--- src/rtl/rgb_byte_demux.sv ---
// RGB byte demultiplexer: collects R, G, B bytes from a byte-serial link
// into 24-bit pixels on a registered valid/ready pixel interface, tagging
// the last pixel of each line and flagging sync-driven resynchronisation.
module rgb_byte_demux #(
    parameter int PIXELS_PER_LINE = 640,
    parameter int CNT_W           = 10
) (
    input  logic       clk,
    input  logic       rst_n,
    input  logic [7:0] Buf,
    input  logic       buf_valid,
    output logic       buf_ready,
    input  logic       sync,
    output logic       SelR,
    output logic       SelG,
    output logic       SelB,
    output logic [7:0] R,
    output logic [7:0] G,
    output logic [7:0] B,
    output logic       pix_valid,
    input  logic       pix_ready,
    output logic       eol,
    output logic       phase_err
);

    typedef enum logic [1:0] {
        PH_R = 2'd0,
        PH_G = 2'd1,
        PH_B = 2'd2
    } phase_t;

    phase_t           phase_r;
    phase_t           phase_nxt_s;
    logic [7:0]       r_stage_r;
    logic [7:0]       g_stage_r;
    logic [7:0]       r_stage_nxt_s;
    logic [7:0]       g_stage_nxt_s;
    logic [CNT_W-1:0] cnt_r;
    logic [CNT_W-1:0] cnt_nxt_s;
    logic [7:0]       r_out_r;
    logic [7:0]       g_out_r;
    logic [7:0]       b_out_r;
    logic             pix_valid_r;
    logic             pix_valid_nxt_s;
    logic             eol_r;
    logic             err_r;
    logic             err_nxt_s;
    logic             load_s;
    logic             last_s;
    logic             accept_s;
    logic             buf_ready_s;

    // Only the completing B byte can stall, and only while the output
    // register still holds a pixel that downstream has not taken.
    assign buf_ready_s = !((phase_r == PH_B) && pix_valid_r && !pix_ready);
    assign accept_s    = buf_valid && buf_ready_s;
    assign last_s      = (cnt_r == CNT_W'(PIXELS_PER_LINE - 1));

    // Phase sequencing, staging capture, counter and resync detection.
    always_comb begin
        phase_nxt_s   = phase_r;
        r_stage_nxt_s = r_stage_r;
        g_stage_nxt_s = g_stage_r;
        cnt_nxt_s     = cnt_r;
        err_nxt_s     = 1'b0;
        load_s        = 1'b0;
        if (accept_s) begin
            if (sync) begin
                // A sync byte always starts a fresh pixel and line.
                r_stage_nxt_s = Buf;
                phase_nxt_s   = PH_G;
                cnt_nxt_s     = {CNT_W{1'b0}};
                err_nxt_s     = (phase_r != PH_R);
            end else begin
                case (phase_r)
                    PH_R: begin
                        r_stage_nxt_s = Buf;
                        phase_nxt_s   = PH_G;
                    end
                    PH_G: begin
                        g_stage_nxt_s = Buf;
                        phase_nxt_s   = PH_B;
                    end
                    PH_B: begin
                        load_s      = 1'b1;
                        phase_nxt_s = PH_R;
                        if (last_s) begin
                            cnt_nxt_s = {CNT_W{1'b0}};
                        end else begin
                            cnt_nxt_s = cnt_r + CNT_W'(1);
                        end
                    end
                    default: begin
                        phase_nxt_s = PH_R;
                    end
                endcase
            end
        end else begin
            phase_nxt_s = phase_r;
        end
    end

    // Output valid: a new load keeps it set (no bubble), otherwise a
    // downstream handshake clears it.
    always_comb begin
        pix_valid_nxt_s = pix_valid_r;
        if (load_s) begin
            pix_valid_nxt_s = 1'b1;
        end else if (pix_ready) begin
            pix_valid_nxt_s = 1'b0;
        end else begin
            pix_valid_nxt_s = pix_valid_r;
        end
    end

    // Control state: phase, staging, pixel counter, valid and error pulse.
    always_ff @(posedge clk or negedge rst_n) begin
        if (!rst_n) begin
            phase_r     <= PH_R;
            r_stage_r   <= 8'h00;
            g_stage_r   <= 8'h00;
            cnt_r       <= {CNT_W{1'b0}};
            pix_valid_r <= 1'b0;
            err_r       <= 1'b0;
        end else begin
            phase_r     <= phase_nxt_s;
            r_stage_r   <= r_stage_nxt_s;
            g_stage_r   <= g_stage_nxt_s;
            cnt_r       <= cnt_nxt_s;
            pix_valid_r <= pix_valid_nxt_s;
            err_r       <= err_nxt_s;
        end
    end

    // Pixel output register: loads on B completion, otherwise holds.
    always_ff @(posedge clk or negedge rst_n) begin
        if (!rst_n) begin
            r_out_r <= 8'h00;
            g_out_r <= 8'h00;
            b_out_r <= 8'h00;
            eol_r   <= 1'b0;
        end else if (load_s) begin
            r_out_r <= r_stage_r;
            g_out_r <= g_stage_r;
            b_out_r <= Buf;
            eol_r   <= last_s;
        end else begin
            r_out_r <= r_out_r;
            g_out_r <= g_out_r;
            b_out_r <= b_out_r;
            eol_r   <= eol_r;
        end
    end

    assign buf_ready = buf_ready_s;
    assign SelR      = (phase_r == PH_R);
    assign SelG      = (phase_r == PH_G);
    assign SelB      = (phase_r == PH_B);
    assign R         = r_out_r;
    assign G         = g_out_r;
    assign B         = b_out_r;
    assign pix_valid = pix_valid_r;
    assign eol       = eol_r;
    assign phase_err = err_r;

endmodule

--- config.mk ---
export PLATFORM = sky130hd
export DESIGN_NAME = rgb_byte_demux
export DESIGN_NICKNAME = d
export VERILOG_FILES = /design/src/rtl/rgb_byte_demux.sv
export SDC_FILE = /design/constraint.sdc
export NUM_CORES = 1
export LEC_CHECK = 0
export ABC_AREA = 1
export BUFFER_PORTS_ARGS = -buffer_cell sky130_fd_sc_hd__clkbuf_2
export CAP_MARGIN = 10
export CORE_ASPECT_RATIO = 2
export CORE_UTILIZATION = 30
export CTS_CLUSTER_DIAMETER = 30
export DETAILED_ROUTE_END_ITERATION = 6
export GPL_ROUTABILITY_DRIVEN = 0
export PLACE_DENSITY = 0.55
export SLEW_MARGIN = 20
export SYNTH_ARGS = -nofsm -noshare
export SYNTH_HDL_FRONTEND = slang
export SYNTH_SLANG_ARGS = --single-unit
--- constraint.sdc ---
create_clock -name clk -period 1.64 [get_ports clk]
set_input_delay 0.164 -clock clk [delete_from_list [all_inputs] [get_ports clk]]
set_output_delay 0.164 -clock clk [all_outputs]
set_load 0.005 [all_outputs]
==> flow_summary.json, run 1 <==
{
  "cp.buffers_inverters": 1,
  "cts_tree": "built",
  "cts.sinks": 55,
  "fillers": 798,
  "regArea_um2": 1380,
  "cts_buffers": 5,
  "drc_errors": 0,
  "ir_worst_vdd_mv": 0.848,
  "die-area_um2": 8140,
  "synth_adder_area_share_pct": 0.538,
  "cpLargestDelayFamily": "simple AND/OR/NAND/NOR gates",
  "clk_pin_slew_ps": 80,
  "ys_seq_elements": 55,
  "numPortBuffers": 43,
  "muxShareOfSynthArea_pct": 0,
  "slowest_delay_ps": 390,
  "clock_latency_ps": 300,
  "synth_simple_gate_area_share_pct": 24.6,
  "synth_xor_area_share_pct": 1.13,
  "synth_compound_area_share_pct": 8.12,
  "rows": 45,
  "hold_viol_final": 0,
  "hpwlAfterDp_mm": 3.95,
  "critPathLaunchType": "flip-flop",
  "worstSetupEndpointType": "flip-flop",
  "grt_pass1_wl_mm": 9.04,
  "grt_max_degree": 56,
  "avgSynthCellArea_um2": 8.92,
  "worst_pin_slew_ps": 565,
  "htree_levels": 2,
  "slew_violations": 0,
  "clock_path_buffers": 2,
  "setup_viol": 0,
  "insertedDiodeCount": 0,
  "ys_warn_count": 0,
  "grt_pass1_vias": 1756,
  "crit_path_max_fanout": 6,
  "fin_util_pct": 37.4,
  "avgRoutedWirePerCell_um": 13.4,
  "path_cells": "ha_1, nand3_1, nor2_2, nand3_1, nand2_4, inv_2, nand2_1, nand2_1",
  "leakage_nw": 1.48,
  "syn2layout_area_growth_pct": 21.3,
  "rsz0062_at_grt": "no",
  "fmax_ghz": 0.680,
  "postRouteAntennaNets": 0,
  "vias": 1796,
  "synth_cell_types": 26,
  "drive_gt1_share_pct": 21.7,
  "io_pins": 44,
  "grt_overflow": 0,
  "synth_top_family_by_area": "simple AND/OR/NAND/NOR gates",
  "clock_skew_ps": 9.47,
  "antenna_found_initial": 0,
  "syn_inst": 261,
  "via_per_inst": 4.46,
  "tns_ps": 0,
  "core_area_um2": 7540,
  "die_h_um": 127,
  "cts_setup_buffers": 0,
  "status": "finished, final reports clean",
  "drv_cap": 0,
  "root_buffer": "clkbuf_16",
  "min_path_type": "in -> reg",
  "power_density_nw_per_um2": 1360,
  "grt_usage_pct": 14.8,
  "finalPower_mw": 3.84,
  "initial_core_util_pct": 30.8,
  "cp.arrival_ps": 1650,
  "period_minus_slack_ps": 1470,
  "first_pass_iters": 4,
  "synthesis.nets": 275,
  "die_x_um": 64.3,
  "cp_slowest_cell": "dfrtp_1",
  "finalWirelength_mm": 5.39,
  "drtIter0Drc": 44,
  "syn-cell-area_um2": 2330,
  "layout.nets": 322,
  "cp.required_ps": 1820,
  "min_period_over_period_pct": 89.7,
  "slew_headroom_pct": 62.3,
  "multiInputGateArea_um2": 801,
  "seq_area_frac_synth_pct": 59.1,
  "criticalPathCategory": "reg -> reg"
}
==> cell usage after synthesis <==
master    instances  area share (%)
nand2_4           1            0.48
buf_6             4             1.9
xor2_1            2            0.75
nand3_4           1            0.75
inv_1            19             3.1
inv_2             4            0.64
nand3_1           7             1.5
nand2_2           1            0.27
nand3b_1          1            0.32
o21ai_0          11             2.4
clkbuf_1          1            0.16
dfrtp_1          55              59
o21ai_4           1            0.70
nor2_4            1            0.48
buf_2             3            0.64
nand2_1         110              18
nor3_1            2            0.43
a21oi_1           1            0.21
ha_1              1            0.54
o21ai_1          21             4.5
nand4_1           2            0.54
nor2_1            7             1.1
nand3_2           1            0.43
o21bai_1          1            0.32
xnor2_1           1            0.38
nor2_2            2            0.54
==> flip-flops by register name, summed over array words and instances, names as in the netlist <==
| name | cells |
|---|---|
| G | 8 |
| r_stage_r | 8 |
| phase_r | 2 |
| cnt_r | 10 |
| g_stage_r | 8 |
| pix_valid | 1 |
| phase_err | 1 |
| R | 8 |
| B | 8 |
| eol | 1 |
==> worst reg2reg max path: cells and delay by family (launching register included) <==
| kind | cells | cell delay, ps |
|---|---|---|
| flops | 1 | 390 |
| buf+inv | 1 | 60 |
| fa+ha+maj | 1 | 210 |
| simple gates | 6 | 710 |
==> where the power goes <==
group | switching [mW] | internal [mW] | total, mW
Sequential | 0.198 | 1.69 | 1.89
Clock | 0.491 | 0.761 | 1.25
Combinational | 0.372 | 0.326 | 0.698
==> layer usage <==
metal	track usage (%)	vias to the layer above	wire length (µm)
li1	-	906	-
met1	16.3	848	2120
met2	27.1	34	3010
met3	2.07	8	128
met4	7.06	0	131
met5	0	-	0
==> path summary, 6_finish.rpt <==
check	start	endpoint	slack, ps	depth (start not counted)
worst max-delay path	cnt_r[1]	cnt_r[8]	170	8
worst min-delay path	buf_valid	phase_r[0]	130	2
worst max register to register	cnt_r[1]	cnt_r[8]	170	8
worst min register to register	g_stage_r[5]	G[5]	470	2
max in group asynchronous	rst_n	R[3]	990	3
min in group asynchronous	rst_n	G[5]	390	3
==> metrics by stage <==
step,cells,hold WS [ps],worst slack [ps],area (µm²)
2_1_floorplan,261,-132,345,2330
3_3_place_gp,394,188,249,2640
3_5_place_dp,394,189,184,2640
4_1_cts,403,131,174,2820
5_1_grt,403,150,9.44,2820
6_report,403,127,169,2820
==> layout by cell type (no fill, tap or decap), drive strengths merged <==
cell / synthesis / layout
clkbuf: 1 / 49
o21bai: 1 / 1
buf: 7 / 4
nor3: 2 / 2
nand3: 9 / 9
dlygate4sd3: 0 / 1
nand4: 2 / 2
clkinv: 0 / 1
o21ai: 33 / 33
xor2: 2 / 2
nand2: 112 / 112
nor2: 10 / 10
a21oi: 1 / 1
bufinv: 0 / 1
ha: 1 / 1
nand3b: 1 / 1
xnor2: 1 / 1
dfrtp: 55 / 55
inv: 23 / 23
==> area by class of cell <==
type	count	area share, %
Sequential cell	55	48.8
Multi-Input combinational cell	175	28.4
Timing Repair Buffer	48	9.49
Clock buffer	6	4.92
Tap cell	94	4.17
Inverter	23	3.06
Clock inverter	2	1.24
==> kinds of logic after synthesis <==
group	Yosys count
buf+inv	31
compound gates	35
flops	55
simple gates	136
xor+xnor	3
fa+ha+maj	1
==> timing repair <==
action / 4_1_cts / 5_1_grt
hold endpoints to repair: 55 / 0
hold buffers: 1 / 0
gates resized for setup: 0 / 0
(Power assumes the default switching activity.)
==> run 2, diff against run 1 <==
CORE_MARGIN = 3   (was not set)
==> flow_summary.json, run 2 (synthesis results as in run 1) <==
{
  "drt-met1-wl_mm": 2.00,
  "cts_tree": "built",
  "wl_met2_mm": 2.98,
  "min_period_over_period_pct": 88.4,
  "p_int_mw": 2.74,
  "clock_latency_ps": 290,
  "final_common_cell": "nand2_1",
  "combPwrFrac_pct": 18.6,
  "grt_max_degree": 56,
  "tns_ps": 0,
  "worst_pin_slew_ps": 560,
  "clk_pin_slew_ps": 70,
  "cts_resized": 0,
  "cts-hold-fix-buffers": 1,
  "cp.arrival_ps": 1630,
  "grt_pass1_vias": 1767,
  "layout_common_cells": "nand2_1 (110), dfrtp_1 (55), clkbuf_2 (43), o21ai_1 (21), inv_1 (19)",
  "dp_slack_ps": 195,
  "drc_errors": 0,
  "min_path_type": "in -> reg",
  "cts.sinks": 55,
  "grt_overflow": 0,
  "via_per_inst": 4.45,
  "root_buffer": "clkbuf_16",
  "die_x_um": 68.3,
  "htree_levels": 2,
  "wl_met3_um": 150,
  "power_density_nw_per_um2": 1340,
  "timing.final.ws_setup_ps": 191,
  "period_minus_slack_ps": 1450,
  "io_pins": 44,
  "setup_viol": 0,
  "ir_worst_vdd_mv": 0.963,
  "avgRoutedWirePerCell_um": 13.0,
  "die_h_um": 131,
  "first_pass_iters": 5,
  "crit_path_max_fanout": 6,
  "insertedDiodeCount": 0,
  "cts_buffers": 5,
  "clock_skew_ps": 4.42,
  "rsz0062_at_grt": "no",
  "numPortBuffers": 43,
  "slew_violations": 0,
  "hold_viol_final": 0,
  "drive_gt1_share_pct": 21.7,
  "power.switching_mw": 1.05,
  "critPathLaunchType": "flip-flop",
  "drv_cap": 0,
  "seqPwrFrac_pct": 49.8,
  "hpwlAfterDp_mm": 3.80,
  "slew_headroom_pct": 62.6,
  "initial_core_util_pct": 31.5,
  "antenna_found_initial": 0,
  "grt_pass1_wl_mm": 8.69,
  "fin_util_pct": 38.2,
  "status": "finished, final reports clean",
  "cts_setup_buffers": 0,
  "vias": 1784,
  "clock_path_buffers": 2,
  "drtIter0Drc": 76,
  "rows": 44,
  "regMostFlops": "cnt_r",
  "worstSetupEndpointType": "flip-flop",
  "largest_reg_flops": 10,
  "clockPowerShare_pct": 31.6,
  "layout.nets": 322,
  "fmax_ghz": 0.690,
  "grt_usage_pct": 13.1,
  "swShare_pct": 27.7,
  "postRouteAntennaNets": 0,
  "die-area_um2": 8910,
  "criticalPathCategory": "reg -> reg",
  "leakage_nw": 1.48,
  "routed.top_layer": "met4",
  "cp.required_ps": 1820,
  "finalWirelength_mm": 5.23,
  "core_area_um2": 7380,
  "syn2layout_area_growth_pct": 21.0
}
[run 2: cell types whose count changed in the layout (fill, tap and decap cells not counted)]
cell | previous run | this run
clkbuf_8 | 1 | 0
clkinv_4 | 0 | 1
[run 2: path summary, 6_finish.rpt]
| path | cells past startpoint | end | slack (ps) | start |
|---|---|---|---|---|
| min reg2reg | 2 | R[5] | 480 | r_stage_r[5] |
| max | 8 | cnt_r[8] | 190 | cnt_r[1] |
| min in group asynchronous | 3 | pix_valid | 400 | rst_n |
| max reg2reg | 8 | cnt_r[8] | 190 | cnt_r[1] |
| max in group asynchronous | 3 | R[4] | 990 | rst_n |
| min | 2 | phase_r[0] | 140 | buf_valid |
[run 2: per-stage QoR]
step / total power [mW] / cell area [µm²] / cells / hold WS [ps]
floorplan: 2.22 / 2330 / 261 / -132
global placement: 2.63 / 2640 / 392 / 190
detailed placement: 2.64 / 2640 / 392 / 190
CTS: 3.85 / 2820 / 401 / 133
global route: 4.03 / 2820 / 401 / 169
finish: 3.78 / 2820 / 401 / 144
[run 2: worst max-delay path: stages (launching register included)]
cell     delay [ps]
dfrtp_1         390
ha_1            200
nand3_1         130
nor2_2          190
nand3_1         150
nand2_4         130
inv_2            60
nand2_1          60
nand2_1          50
[run 2: layout make-up]
| class | count | area [µm²] |
|---|---|---|
| fillers | 795 | 4560 |
| flip-flops and latches | 55 | 1380 |
| multi-input cells | 175 | 801 |
| repair buffers | 48 | 268 |
| clock buffers | 5 | 125 |
| well taps | 92 | 115 |
| inverters | 23 | 86.3 |
| clock inverters | 3 | 43.8 |
[run 2: per-layer routing]
metal  track usage, %  vias to the layer above
met2             24.0                       26
met5                0                        -
met4             5.28                        0
met3             2.05                        6
met1             14.4                      847
li1                 -                      905
[run 2: power by group through the flow]
stage | sequential, mW | clock (mW) | combinational (mW)
final | 1.89 | 1.19 | 0.704
after global routing | 1.93 | 1.27 | 0.831
after CTS | 1.89 | 1.22 | 0.734
after detailed placement | 1.92 | 0 | 0.728
after global placement | 1.92 | 0 | 0.716
after floorplan | 1.89 | 0 | 0.329
==> run 3, diff against run 2 <==
ABC_AREA = not set   (was 1)
==> flow_summary.json, run 3 <==
{
  "cts.sinks": 55,
  "vias": 1516,
  "crit_path_max_fanout": 14,
  "min_period_over_period_pct": 97.4,
  "combPwrFrac_pct": 21.5,
  "multiInputGateArea_um2": 876,
  "avgRoutedWirePerCell_um": 14.8,
  "final_common_cell": "dfrtp_1",
  "hold_viol_final": 0,
  "criticalPathCategory": "reg -> reg",
  "drc_errors": 0,
  "die_h_um": 130,
  "largest_reg_flops": 10,
  "grt_usage_pct": 11.5,
  "fillers": 733,
  "syn_inst": 167,
  "synthesis.nets": 181,
  "final_cell_area_um2": 2950,
  "drtIter0Drc": 44,
  "worstSetupEndpointType": "flip-flop",
  "clock_skew_ps": 6.17,
  "synth_common_cells": "dfrtp_1 (55), mux2_2 (40), nand2_1 (7)",
  "layout_common_cells": "dfrtp_1 (55), clkbuf_2 (43), mux2_2 (40), buf_4 (9)",
  "die_x_um": 68.2,
  "status": "finished, final reports clean",
  "period_minus_slack_ps": 1600,
  "synth.area.top_cells": "dfrtp_1 (59%), mux2_2 (19%), mux2i_1 (1.3%)",
  "worst_pin_slew_ps": 503,
  "setup_viol": 0,
  "numPortBuffers": 43,
  "die-area_um2": 8900,
  "drv_cap": 0,
  "slew_violations": 0,
  "yosysTopAreaCellShare_pct": 59.2,
  "fin_cells": 317,
  "finalWirelength_mm": 4.68,
  "hpwlAfterDp_mm": 3.19,
  "fmax_ghz": 0.626,
  "first_pass_iters": 4,
  "place_area_um2": 2670,
  "cp.arrival_ps": 1780,
  "regArea_um2": 1380,
  "root_buffer": "clkbuf_16",
  "ys_seq_elements": 55,
  "grt_overflow": 0,
  "syn-cell-area_um2": 2320,
  "grt_pass1_vias": 1574,
  "cp.required_ps": 1820,
  "initial_core_util_pct": 31.5,
  "dp_slack_ps": 52.8,
  "dp_cells": 301,
  "power.switching_uw": 999,
  "p_int_mw": 3.01,
  "antenna_found_initial": 0,
  "avgSynthCellArea_um2": 13.9,
  "postRouteAntennaNets": 0,
  "clk_pin_slew_ps": 70,
  "clockPowerShare_pct": 29.6,
  "seq_area_frac_synth_pct": 59.2,
  "synth_cell_types": 38,
  "clock_latency_ps": 290,
  "ys_warn_count": 0,
  "rows": 44,
  "drive_gt1_share_pct": 49.3,
  "via_per_inst": 4.78,
  "ir_worst_vdd_mv": 0.931,
  "cts_tree": "built",
  "htree_levels": 2,
  "min_path_type": "in -> reg",
  "clock_path_buffers": 2,
  "layout.nets": 239,
  "synth_top_area_cell": "dfrtp_1",
  "finalPower_mw": 4.01,
  "io_pins": 44,
  "synthFlopType": "dfrtp_1",
  "critPathLaunchType": "flip-flop",
  "seqPwrFrac_pct": 48.9,
  "insertedDiodeCount": 0,
  "fin_hold_ws_ps": 138,
  "yosysMostFrequentCell": "dfrtp_1",
  "tns_ps": 0,
  "core_area_um2": 7380,
  "power_density_nw_per_um2": 1360,
  "postSynth.asyncResetShare_pct": 100,
  "regMostFlops": "cnt_r",
  "leakage_nw": 1.37,
  "syn2layout_area_growth_pct": 26.9,
  "synth_edf_count": 0,
  "fin_util_pct": 40.0,
  "swShare_pct": 24.9,
  "timing.final.ws_setup_ps": 42.8,
  "grt_max_degree": 56,
  "grt_pass1_wl_mm": 7.61,
  "slew_headroom_pct": 66.4,
  "cts_buffers": 5
}
-- run 3: layout make-up --
type / instances / share of cell area [%]
Sequential cell: 55 / 46.7
Clock inverter: 2 / 1.27
Multi-Input combinational cell: 101 / 29.7
Timing Repair Buffer: 58 / 13.7
Clock buffer: 5 / 4.24
Tap cell: 92 / 3.90
Inverter: 4 / 0.509
-- run 3: final timing paths --
kind	slack [ps]	start	end	depth (start not counted)
setup / recovery	40	pix_valid	R[4]	5
hold / removal	140	Buf[4]	g_stage_r[4]	2
setup reg to reg	40	pix_valid	R[4]	5
hold reg to reg	460	cnt_r[6]	cnt_r[6]	1
max in group asynchronous	980	rst_n	G[0]	3
min in group asynchronous	400	rst_n	phase_err	3
-- run 3: cells by family after synthesis --
group                    after synthesis  share of synthesized area, %
AO/OA/AOI/OAI                         22                          6.08
XOR/XNOR                               1                         0.377
adder cells (fa/ha/maj)                1                         0.538
buffers and inverters                 11                          3.18
flip-flops                            55                          59.2
multiplexers                          43                          20.7
AND/OR/NAND/NOR                       34                          9.91
-- run 3: routing by layer --
metal  GRT usage (%)  up-vias  wire length (µm)
li1                -      718                 -
met1            12.7      763              1820
met2            20.0       28              2600
met3            2.48        7               144
met4            5.86        0               119
met5               0        -                 0
-- run 3: power by group through the flow --
stage	sequential (mW)	combinational (mW)	clock (mW)
4_1_cts	1.97	0.874	1.22
3_3_place_gp	2.00	0.848	0
2_1_floorplan	1.98	0.418	0
6_report	1.96	0.861	1.19
5_1_grt	2.03	0.968	1.26
3_5_place_dp	2.00	0.868	0
-- run 3: what timing repair did --
item                                    4_1_cts  5_1_grt
endpoints found under the hold margin        55        0
buffers inserted                              0        6
resized for setup                             0        2
hold buffers                                  1        0
endpoints found under the setup margin        0       27
-- run 3: critical path, stage by stage (launching register included) --
cell       delay [ps]
dfrtp_1           400
and2b_2           230
nor3_4            210
buf_12            150
clkbuf_16         160
mux2_2            330
